**config.mk**
```make
export PLATFORM = sky130hd
export DESIGN_NAME = hazard_scoreboard
export DESIGN_NICKNAME = d
export VERILOG_FILES = /design/src/rtl/hazard_scoreboard_pkg.sv /design/src/rtl/hazard_scoreboard_sb_entry.sv /design/src/rtl/hazard_scoreboard.sv
export SDC_FILE = /design/constraint.sdc
export NUM_CORES = 1
export LEC_CHECK = 0
export BUFFER_PORTS_ARGS = -buffer_cell sky130_fd_sc_hd__buf_2
export CAP_MARGIN = 25
export CORE_MARGIN = 10
export CORE_UTILIZATION = 57
export DETAILED_ROUTE_END_ITERATION = 16
export PLACE_DENSITY = 0.74
export SYNTH_ARGS = -nofsm -noshare
export SYNTH_HDL_FRONTEND = slang
export SYNTH_HIERARCHICAL = 1
export SYNTH_SLANG_ARGS = --single-unit
```
**constraint.sdc**
```tcl
create_clock -name clock -period 7.7 [get_ports clock]
set_clock_uncertainty 0.2 [all_clocks]
set_input_delay 1.54 -clock clock [delete_from_list [all_inputs] [get_ports clock]]
set_output_delay 1.54 -clock clock [all_outputs]
set_load 0.05 [all_outputs]
```
**src/rtl/hazard_scoreboard_pkg.sv**
```systemverilog
// rtl/hazard_scoreboard_pkg.sv - shared types and constants for the register hazard scoreboard
//
// Purpose: forward-select encoding and named producer latencies used by the
// scoreboard top, its per-register entries and the EX-stage operand muxes.
package hazard_scoreboard_pkg;

  // Width of one forward select. Two bits cover a forwarding depth of up to 3.
  localparam int FWD_SEL_W     = 2;
  localparam int FWD_DEPTH_MAX = (1 << FWD_SEL_W) - 1;

  // Stage k after EX maps to encoding k, so the age of a producer is directly
  // the select value.
  typedef enum logic [FWD_SEL_W-1:0] {
    FWD_NONE   = 2'd0,
    FWD_EX_MEM = 2'd1,
    FWD_MEM_WB = 2'd2,
    FWD_STAGE3 = 2'd3
  } fwd_src_e;

  localparam int LAT_ALU  = 1;
  localparam int LAT_LOAD = 2;

endpackage

```
**src/rtl/hazard_scoreboard_sb_entry.sv**
```systemverilog
// rtl/hazard_scoreboard_sb_entry.sv - per-register latency/age tracker
//
// Purpose: tracks the last in-flight writer of one architectural register.
//   cnt: stall cycles left before the value can be forwarded/read.
//   age: cycles since the writer issued, saturating at AGE_SAT.
// Ports:
//   clock, reset  core clock, synchronous active-high reset
//   wr_en_i       a new writer of this register issues this cycle
//   wr_cnt_i      stall cycles the new writer imposes (latency - 1)
//   busy_o        cnt != 0, readers must stall
//   age_o         current age, used to pick the forwarding stage
module sb_entry
  import hazard_scoreboard_pkg::*;
#(
  parameter int CNT_W   = 3,
  parameter int AGE_W   = 2,
  parameter int AGE_SAT = 3
) (
  input  logic             clock,
  input  logic             reset,
  input  logic             wr_en_i,
  input  logic [CNT_W-1:0] wr_cnt_i,
  output logic             busy_o,
  output logic [AGE_W-1:0] age_o
);

  logic [CNT_W-1:0] cnt_q, cnt_d;
  logic [AGE_W-1:0] age_q, age_d;

  // A new writer overrides the running countdown: the newest writer wins.
  always_comb begin
    cnt_d = cnt_q;
    age_d = age_q;
    if (wr_en_i) begin
      cnt_d = wr_cnt_i;
      age_d = AGE_W'(1);
    end else begin
      if (cnt_q != '0) begin
        cnt_d = cnt_q - CNT_W'(1);
      end
      if (age_q != AGE_W'(AGE_SAT)) begin
        age_d = age_q + AGE_W'(1);
      end
    end
  end

  always_ff @(posedge clock) begin
    if (reset) begin
      cnt_q <= '0;
      age_q <= AGE_W'(AGE_SAT);
    end else begin
      cnt_q <= cnt_d;
      age_q <= age_d;
    end
  end

  assign busy_o = (cnt_q != '0);
  assign age_o  = age_q;

endmodule

```
**src/rtl/hazard_scoreboard.sv**
```systemverilog
// rtl/hazard_scoreboard.sv - register scoreboard: ID stall and EX forward selects
//
// Purpose: at the ID->EX boundary, stalls ID while any used source register
// has an unresolved in-flight writer, and registers a per-source forward
// select for the instruction entering EX.
// Optional feature macro: SB_PERF_CNT_EN adds stall/issue performance counters.
// Ports:
//   clock, reset         core clock, synchronous active-high reset
//   issue_valid_ip       ID presents a valid instruction
//   issue_rd_we_ip       instruction writes issue_rd_ip
//   issue_rd_ip          destination register
//   issue_lat_ip         producer latency (0 -> 1, clamped to MAX_LAT)
//   issue_rs_ip          packed source registers, source i at [i*REG_AW +: REG_AW]
//   issue_rs_used_ip     per-source "operand actually read"
//   flush_en_ip          kill the instruction in ID this cycle
//   issue_ready_op       0 = stall ID/IF (combinational)
//   issue_fire_op        valid & ready & !flush (combinational)
//   fwd_sel_op           registered fwd_src_e per source, valid while in EX
//   perf_stall_cnt_op    (SB_PERF_CNT_EN) stalled cycles
//   perf_issue_cnt_op    (SB_PERF_CNT_EN) issued instructions
module hazard_scoreboard
  import hazard_scoreboard_pkg::*;
#(
  parameter int NUM_REGS  = 32,
  parameter int REG_AW    = $clog2(NUM_REGS),
  parameter int NUM_SRC   = 2,
  parameter int MAX_LAT   = 4,
  parameter int FWD_DEPTH = 2,    // must not exceed FWD_DEPTH_MAX
  parameter int CNT_W     = $clog2(MAX_LAT + 1)
) (
  input  logic                          clock,
  input  logic                          reset,
  input  logic                          issue_valid_ip,
  input  logic                          issue_rd_we_ip,
  input  logic [REG_AW-1:0]             issue_rd_ip,
  input  logic [CNT_W-1:0]              issue_lat_ip,
  input  logic [NUM_SRC*REG_AW-1:0]     issue_rs_ip,
  input  logic [NUM_SRC-1:0]            issue_rs_used_ip,
  input  logic                          flush_en_ip,
  output logic                          issue_ready_op,
  output logic                          issue_fire_op,
`ifdef SB_PERF_CNT_EN
  output logic [31:0]                   perf_stall_cnt_op,
  output logic [31:0]                   perf_issue_cnt_op,
`endif
  output logic [NUM_SRC*FWD_SEL_W-1:0]  fwd_sel_op
);

  localparam int AGE_SAT = FWD_DEPTH + 1;
  localparam int AGE_W   = $clog2(FWD_DEPTH + 2);

  logic [NUM_REGS-1:0] busy_vec;
  logic [AGE_W-1:0]    age_vec [NUM_REGS];
  logic [CNT_W-1:0]    lat_eff;
  logic [CNT_W-1:0]    wr_cnt;
  logic [NUM_SRC-1:0]  hazard;
  logic [REG_AW-1:0]   rs_idx;
  logic                stall;

  logic [NUM_SRC*FWD_SEL_W-1:0] fwd_cand;
  logic [NUM_SRC*FWD_SEL_W-1:0] fwd_sel_q, fwd_sel_d;

  // Latency 0 behaves as a single-cycle producer; anything longer than the
  // deepest pipe is clamped so the counter never exceeds MAX_LAT-1.
  always_comb begin
    lat_eff = issue_lat_ip;
    if (issue_lat_ip == '0) begin
      lat_eff = CNT_W'(1);
    end else if (issue_lat_ip > CNT_W'(MAX_LAT)) begin
      lat_eff = CNT_W'(MAX_LAT);
    end
    wr_cnt = lat_eff - CNT_W'(1);
  end

  // x0 is hardwired: never busy, always "old".
  assign busy_vec[0] = 1'b0;
  assign age_vec[0]  = AGE_W'(AGE_SAT);

  for (genvar r = 1; r < NUM_REGS; r++) begin : g_entry
    logic wr_en;
    assign wr_en = issue_fire_op & issue_rd_we_ip & (issue_rd_ip == REG_AW'(r));

    sb_entry #(
      .CNT_W   (CNT_W),
      .AGE_W   (AGE_W),
      .AGE_SAT (AGE_SAT)
    ) u_entry (
      .clock    (clock),
      .reset    (reset),
      .wr_en_i  (wr_en),
      .wr_cnt_i (wr_cnt),
      .busy_o   (busy_vec[r]),
      .age_o    (age_vec[r])
    );
  end

  // Source lookups use the pre-update entries, so an instruction never
  // hazards on its own destination. An unused source, x0, or a producer older
  // than the forwarding window all yield FWD_NONE (encoding 0).
  always_comb begin
    hazard   = '0;
    fwd_cand = '0;
    rs_idx   = '0;
    for (int i = 0; i < NUM_SRC; i++) begin
      rs_idx = issue_rs_ip[i*REG_AW +: REG_AW];
      if (issue_rs_used_ip[i] && (rs_idx != '0) && (int'(rs_idx) < NUM_REGS)) begin
        hazard[i] = busy_vec[rs_idx];
        if ((age_vec[rs_idx] >= AGE_W'(1)) && (age_vec[rs_idx] <= AGE_W'(FWD_DEPTH))) begin
          fwd_cand[i*FWD_SEL_W +: FWD_SEL_W] = FWD_SEL_W'(age_vec[rs_idx]);
        end
      end
    end
  end

  assign issue_ready_op = ~|hazard;
  assign issue_fire_op  = issue_valid_ip & issue_ready_op & ~flush_en_ip;
  assign stall          = issue_valid_ip & ~issue_ready_op & ~flush_en_ip;

  // Stalls and flushes put a bubble into EX; idle cycles keep the old select.
  always_comb begin
    fwd_sel_d = fwd_sel_q;
    if (issue_fire_op) begin
      fwd_sel_d = fwd_cand;
    end else if ((issue_valid_ip & ~issue_ready_op) | flush_en_ip) begin
      for (int i = 0; i < NUM_SRC; i++) begin
        fwd_sel_d[i*FWD_SEL_W +: FWD_SEL_W] = FWD_NONE;
      end
    end
  end

  always_ff @(posedge clock) begin
    if (reset) begin
      fwd_sel_q <= '0;
    end else begin
      fwd_sel_q <= fwd_sel_d;
    end
  end

  assign fwd_sel_op = fwd_sel_q;

`ifdef SB_PERF_CNT_EN
  logic [31:0] perf_stall_q, perf_stall_d;
  logic [31:0] perf_issue_q, perf_issue_d;

  // Both counters wrap naturally at 2^32.
  always_comb begin
    perf_stall_d = perf_stall_q;
    perf_issue_d = perf_issue_q;
    if (stall) begin
      perf_stall_d = perf_stall_q + 32'd1;
    end
    if (issue_fire_op) begin
      perf_issue_d = perf_issue_q + 32'd1;
    end
  end

  always_ff @(posedge clock) begin
    if (reset) begin
      perf_stall_q <= '0;
      perf_issue_q <= '0;
    end else begin
      perf_stall_q <= perf_stall_d;
      perf_issue_q <= perf_issue_d;
    end
  end

  assign perf_stall_cnt_op = perf_stall_q;
  assign perf_issue_cnt_op = perf_issue_q;
`else
  logic unused_stall;
  assign unused_stall = stall;
`endif

endmodule
```
==> flow_results.org <==
** Status
- Status :: completed

** Logic synthesis
- Total standard cell area after synthesis :: ~11000 sq um
- Distinct cell type count after synthesis :: 61
- The synthesized netlist devotes between 10% and 20% of its cell area to compound gates.
- Avg Cell Area, Syn :: about 10 sq um
- Summing the areas of all fa, ha and maj instances in the mapped netlist gives 10.4% of the synthesized area.
- Sequential fraction of the synthesis area :: around 28%
- Async set-or-reset flop fraction in the synthesized netlist :: 0%
- Fraction of the mapped netlist area in simple logic gates :: a little over a quarter
- Yosys warnings :: 6
- Mux cell area share after synthesis :: around an eighth
- The synthesized design contains 159 register bits.
- After synthesis, the largest family of logic cells by area is simple AND/OR/NAND/NOR gates.
- In this run, synthesis inferred 0 flip-flops with an integrated enable.
- Main flop type after synthesis :: sky130_fd_sc_hd__dfxtp_1
- Of the total synthesized cell area, the portion taken by XOR and XNOR cells is between 2 and 2.5%.
- Number of nets produced by synthesis :: about 1300
- Synthesis produced a netlist whose cell count is between 1000 and 1500.

** STA
- Least-Margin Pin Slew :: between 0.9 and 1 ns
- The worst path uses a little under three quarters of the clock period.
- Endpoints failing hold :: 0
- Worst hold slack :: 0.264 ns
- RSZ-0062 raised after global routing :: false
- Setup total negative slack on the finished layout was measured at 0 ns.
- Subtracting the final worst setup slack from the clock period gives between 5 and 6 ns.
- Static timing analysis puts the maximum clock frequency at approximately 180 MHz.
- Setup violations remaining at the end of the flow were counted as 0.
- The count of pins over their slew limit came to 0.
- Relative slew margins :: between 30% and 40%

** Floorplanning
- The core region is 19500 sq um.
- For this configuration, the core starts out at a cell density of 57.9%.
- The die is 161 microns wide.
- Row generation in the floorplan step produced a little over 50 rows.
- 31 I/O pins were placed.
- Die Ht :: 161 microns
- The die covers 25800 sq um.

** Drt
- In the final routed layout, each cell accounts on average for between 15 and 20 microns.
- After detailed routing, the number of remaining DRC violations is 0.
- Post-DRT Antenna Nets :: 0
- For this block, the routed nets add up to about 25000 microns of wire.
- Number of DRC violations after detailed-routing iteration 0 :: around 670
- Number of vias after detailed routing :: roughly 8600
- Via density per instance :: ~6.0
- Router iterations before antenna repair :: 5

** Global route
- Summed over all layers, the global routing overflow is 0.
- The initial antenna violation count is 4.
- Number of global-route vias before repair :: 8045
- Maximum number of pins on one net before global-route repair :: just over 80
- Total global-route track usage :: between 10% and 20%
- The first global-routing pass estimated around 41000 microns of wire.

** Power
- IR drop worst, VDD :: ~0.17 mV
- For this design the ratio of total power to cell area is between 300 and 400 nW/um^2.
- For this design the static power due to leakage is between 0.004 and 0.005 uW.

** Clock network
- Post-cts resize count :: 0
- H-Tree Level Count :: 4
- Hold buffer count at CTS :: 0
- TritonCTS built the clock tree.
- In this run the deepest clock path goes through 2 buffers.
- After clock tree synthesis, the clock-pin slew on the worst setup and hold paths is ~0.06 ns.
- Clock buffers created by TritonCTS :: 17
- Counting every sink on the clock net gives about 160.
- At the later pin of the worst-skew pair, clock insertion delay measures 0.44 ns.
- In this run the clock root is driven by a sky130_fd_sc_hd__clkbuf_16.
- Postcts setup bufs :: 0

** Setup path
- In this design, the critical path's most frequently occurring cell is sky130_fd_sc_hd__buf_2.
- The worst register-to-register path has a setup slack of 3.82 ns.
- STA classifies the critical path endpoint as a primary output.
- Data on the critical path arrives at its endpoint at roughly 3.8 ns.
- STA classifies the critical path startpoint as a primary input.
- Worst Setup Path Type :: primary input to primary output
- The largest single stage delay on the critical path is roughly 0.63 ns.
- STA puts the critical path data required time at between 5 and 6 ns.
- For this design, the slowest cell found on the critical path is sky130_fd_sc_hd__buf_2.
- Cell-by-cell trace of the critical path :: buf_2 -> mux4_2 -> mux2i_1 -> nand3b_1 -> nand4_2 -> and3_1 -> buf_2
- Along the worst path, the maximum fanout reaches 28.

** Place
- # placed instances :: 1393
- Final weighted congestion of routability-driven global placement :: roughly 0.87
- Estimated wirelength of the detail-placed design :: approximately 17000 microns
- Buffers placed on the I/O ports in this run total 30.

** Final layout
- Compared with the post-synthesis result, the final layout area differs by 8.40%.
- The finished layout holds approximately 1400 standard cells, fillers aside.
- Register cell area after layout :: approximately 3200 sq um
- The layout has about 1700 filler cells.
- Final-stage net count :: roughly 1300
- Cells with a size suffix above 1 make up approximately 12% of the layout.
- The multi-input combinational cells in the finished layout cover a total of around 7500 sq um.
- Cells fill between 60% and 70% of the core in the end.

** Flow run
- Max-Cap Viols :: 0

** Min path
- Class of the worst hold path :: flop to flop
## synthesized netlist by cell type, types with 8 or more instances
cell type / n / share of area [%]
sky130_fd_sc_hd__mux4_2: 30 / 6.0
sky130_fd_sc_hd__nand3b_1: 8 / 0.53
sky130_fd_sc_hd__a2111oi_1: 62 / 5.5
sky130_fd_sc_hd__ha_1: 94 / 10
sky130_fd_sc_hd__nor2_1: 35 / 1.2
sky130_fd_sc_hd__inv_1: 99 / 3.3
sky130_fd_sc_hd__nand2b_1: 34 / 1.9
sky130_fd_sc_hd__or2b_1: 31 / 2.1
sky130_fd_sc_hd__or3b_1: 31 / 2.4
sky130_fd_sc_hd__a21oi_1: 8 / 0.36
sky130_fd_sc_hd__nand2_1: 21 / 0.70
sky130_fd_sc_hd__dfxtp_1: 159 / 28
sky130_fd_sc_hd__nor2b_1: 159 / 8.8
sky130_fd_sc_hd__nand3_1: 8 / 0.36
sky130_fd_sc_hd__or3_1: 33 / 1.8
sky130_fd_sc_hd__xnor2_1: 31 / 2.4
sky130_fd_sc_hd__mux2i_1: 66 / 5.9
sky130_fd_sc_hd__o21bai_1: 31 / 2.1
sky130_fd_sc_hd__a311oi_2: 31 / 4.1
sky130_fd_sc_hd__buf_2: 36 / 1.6
sky130_fd_sc_hd__nor4b_1: 62 / 4.8
## through the flow
step	worst slack (ns)	total power, uW	cell area (sq um)
after global placement	1.95	3750	11500
final	2.17	4790	12200
after floorplan	2.63	3350	11300
after detailed placement	1.92	3840	11600
after CTS	1.90	4810	12200
after global routing	2.01	5180	12200
## cell type report
cell class                      instances  share of cell area [%]
Clock buffer                           21                    3.77
Tap cell                              265                    2.71
Timing Repair Buffer                   35                    1.82
Antenna cell                            1                  0.0205
Multi-Input combinational cell        836                    61.1
Sequential cell                       159                    26.0
Clock inverter                         10                    1.51
Inverter                               99                    3.04
## flip-flops by register name (all words and copies together) (netlist names)
signal	flops
fwd_sel_op	4
g_entry.u_entry/age_o	62
g_entry.u_entry/cnt_q	93
## kinds of logic (layout without fill, tap and decap cells)
group / count (synthesis) / count (layout)
mux: 100 / 100
compound gates: 164 / 164
buf+inv: 148 / 165
fa+ha+maj: 94 / 94
flops: 159 / 159
other cells: 0 / 1
xor+xnor: 32 / 32
simple gates: 446 / 446
## power breakdown
group | switching, uW | internal [uW]
Combinational | 1070 | 1260
Sequential | 324 | 1190
Clock | 350 | 591
## worst paths after layout
check,startpoint,endpoint,depth (start not counted)
worst min register to register,fwd_sel_op[0]$_SDFFE_PP0P_,fwd_sel_op[0]$_SDFFE_PP0P_,2
worst max-delay path,issue_rs_ip[5],issue_fire_op,7
worst max register to register,g_entry[31].u_entry/cnt_q[0]$_SDFFE_PP0P_,g_entry[13].u_entry/cnt_q[1]$_SDFFE_PP0P_,11
worst min-delay path,fwd_sel_op[0]$_SDFFE_PP0P_,fwd_sel_op[0]$_SDFFE_PP0P_,2
## layout by cell type, fill, tap and decap left out, types with 33 or more instances in the layout
cell                        count
sky130_fd_sc_hd__nor4b_1       62
sky130_fd_sc_hd__inv_1         99
sky130_fd_sc_hd__nor2_1        35
sky130_fd_sc_hd__mux2i_1       66
sky130_fd_sc_hd__a2111oi_1     62
sky130_fd_sc_hd__ha_1          94
sky130_fd_sc_hd__or3_1         33
sky130_fd_sc_hd__nor2b_1      159
sky130_fd_sc_hd__dfxtp_1      159
sky130_fd_sc_hd__nand2b_1      34
## critical path: cells and delay by family
kind | cells | cell delay (ns)
buffers and inverters | 2 | 0.89
muxes | 2 | 0.81
and+or+nand+nor | 3 | 0.55
## routing by layer
layer / global-route usage (%) / wire length (microns) / up-vias
met1: 25.3 / 11400 / 4167
li1: - / - / 4202
met2: 29.9 / 11000 / 189
met5: 0 / 35 / -
met3: 4.58 / 1500 / 34
met4: 6.59 / 500 / 6
No activity file was read; power rests on OpenSTA's default activity.
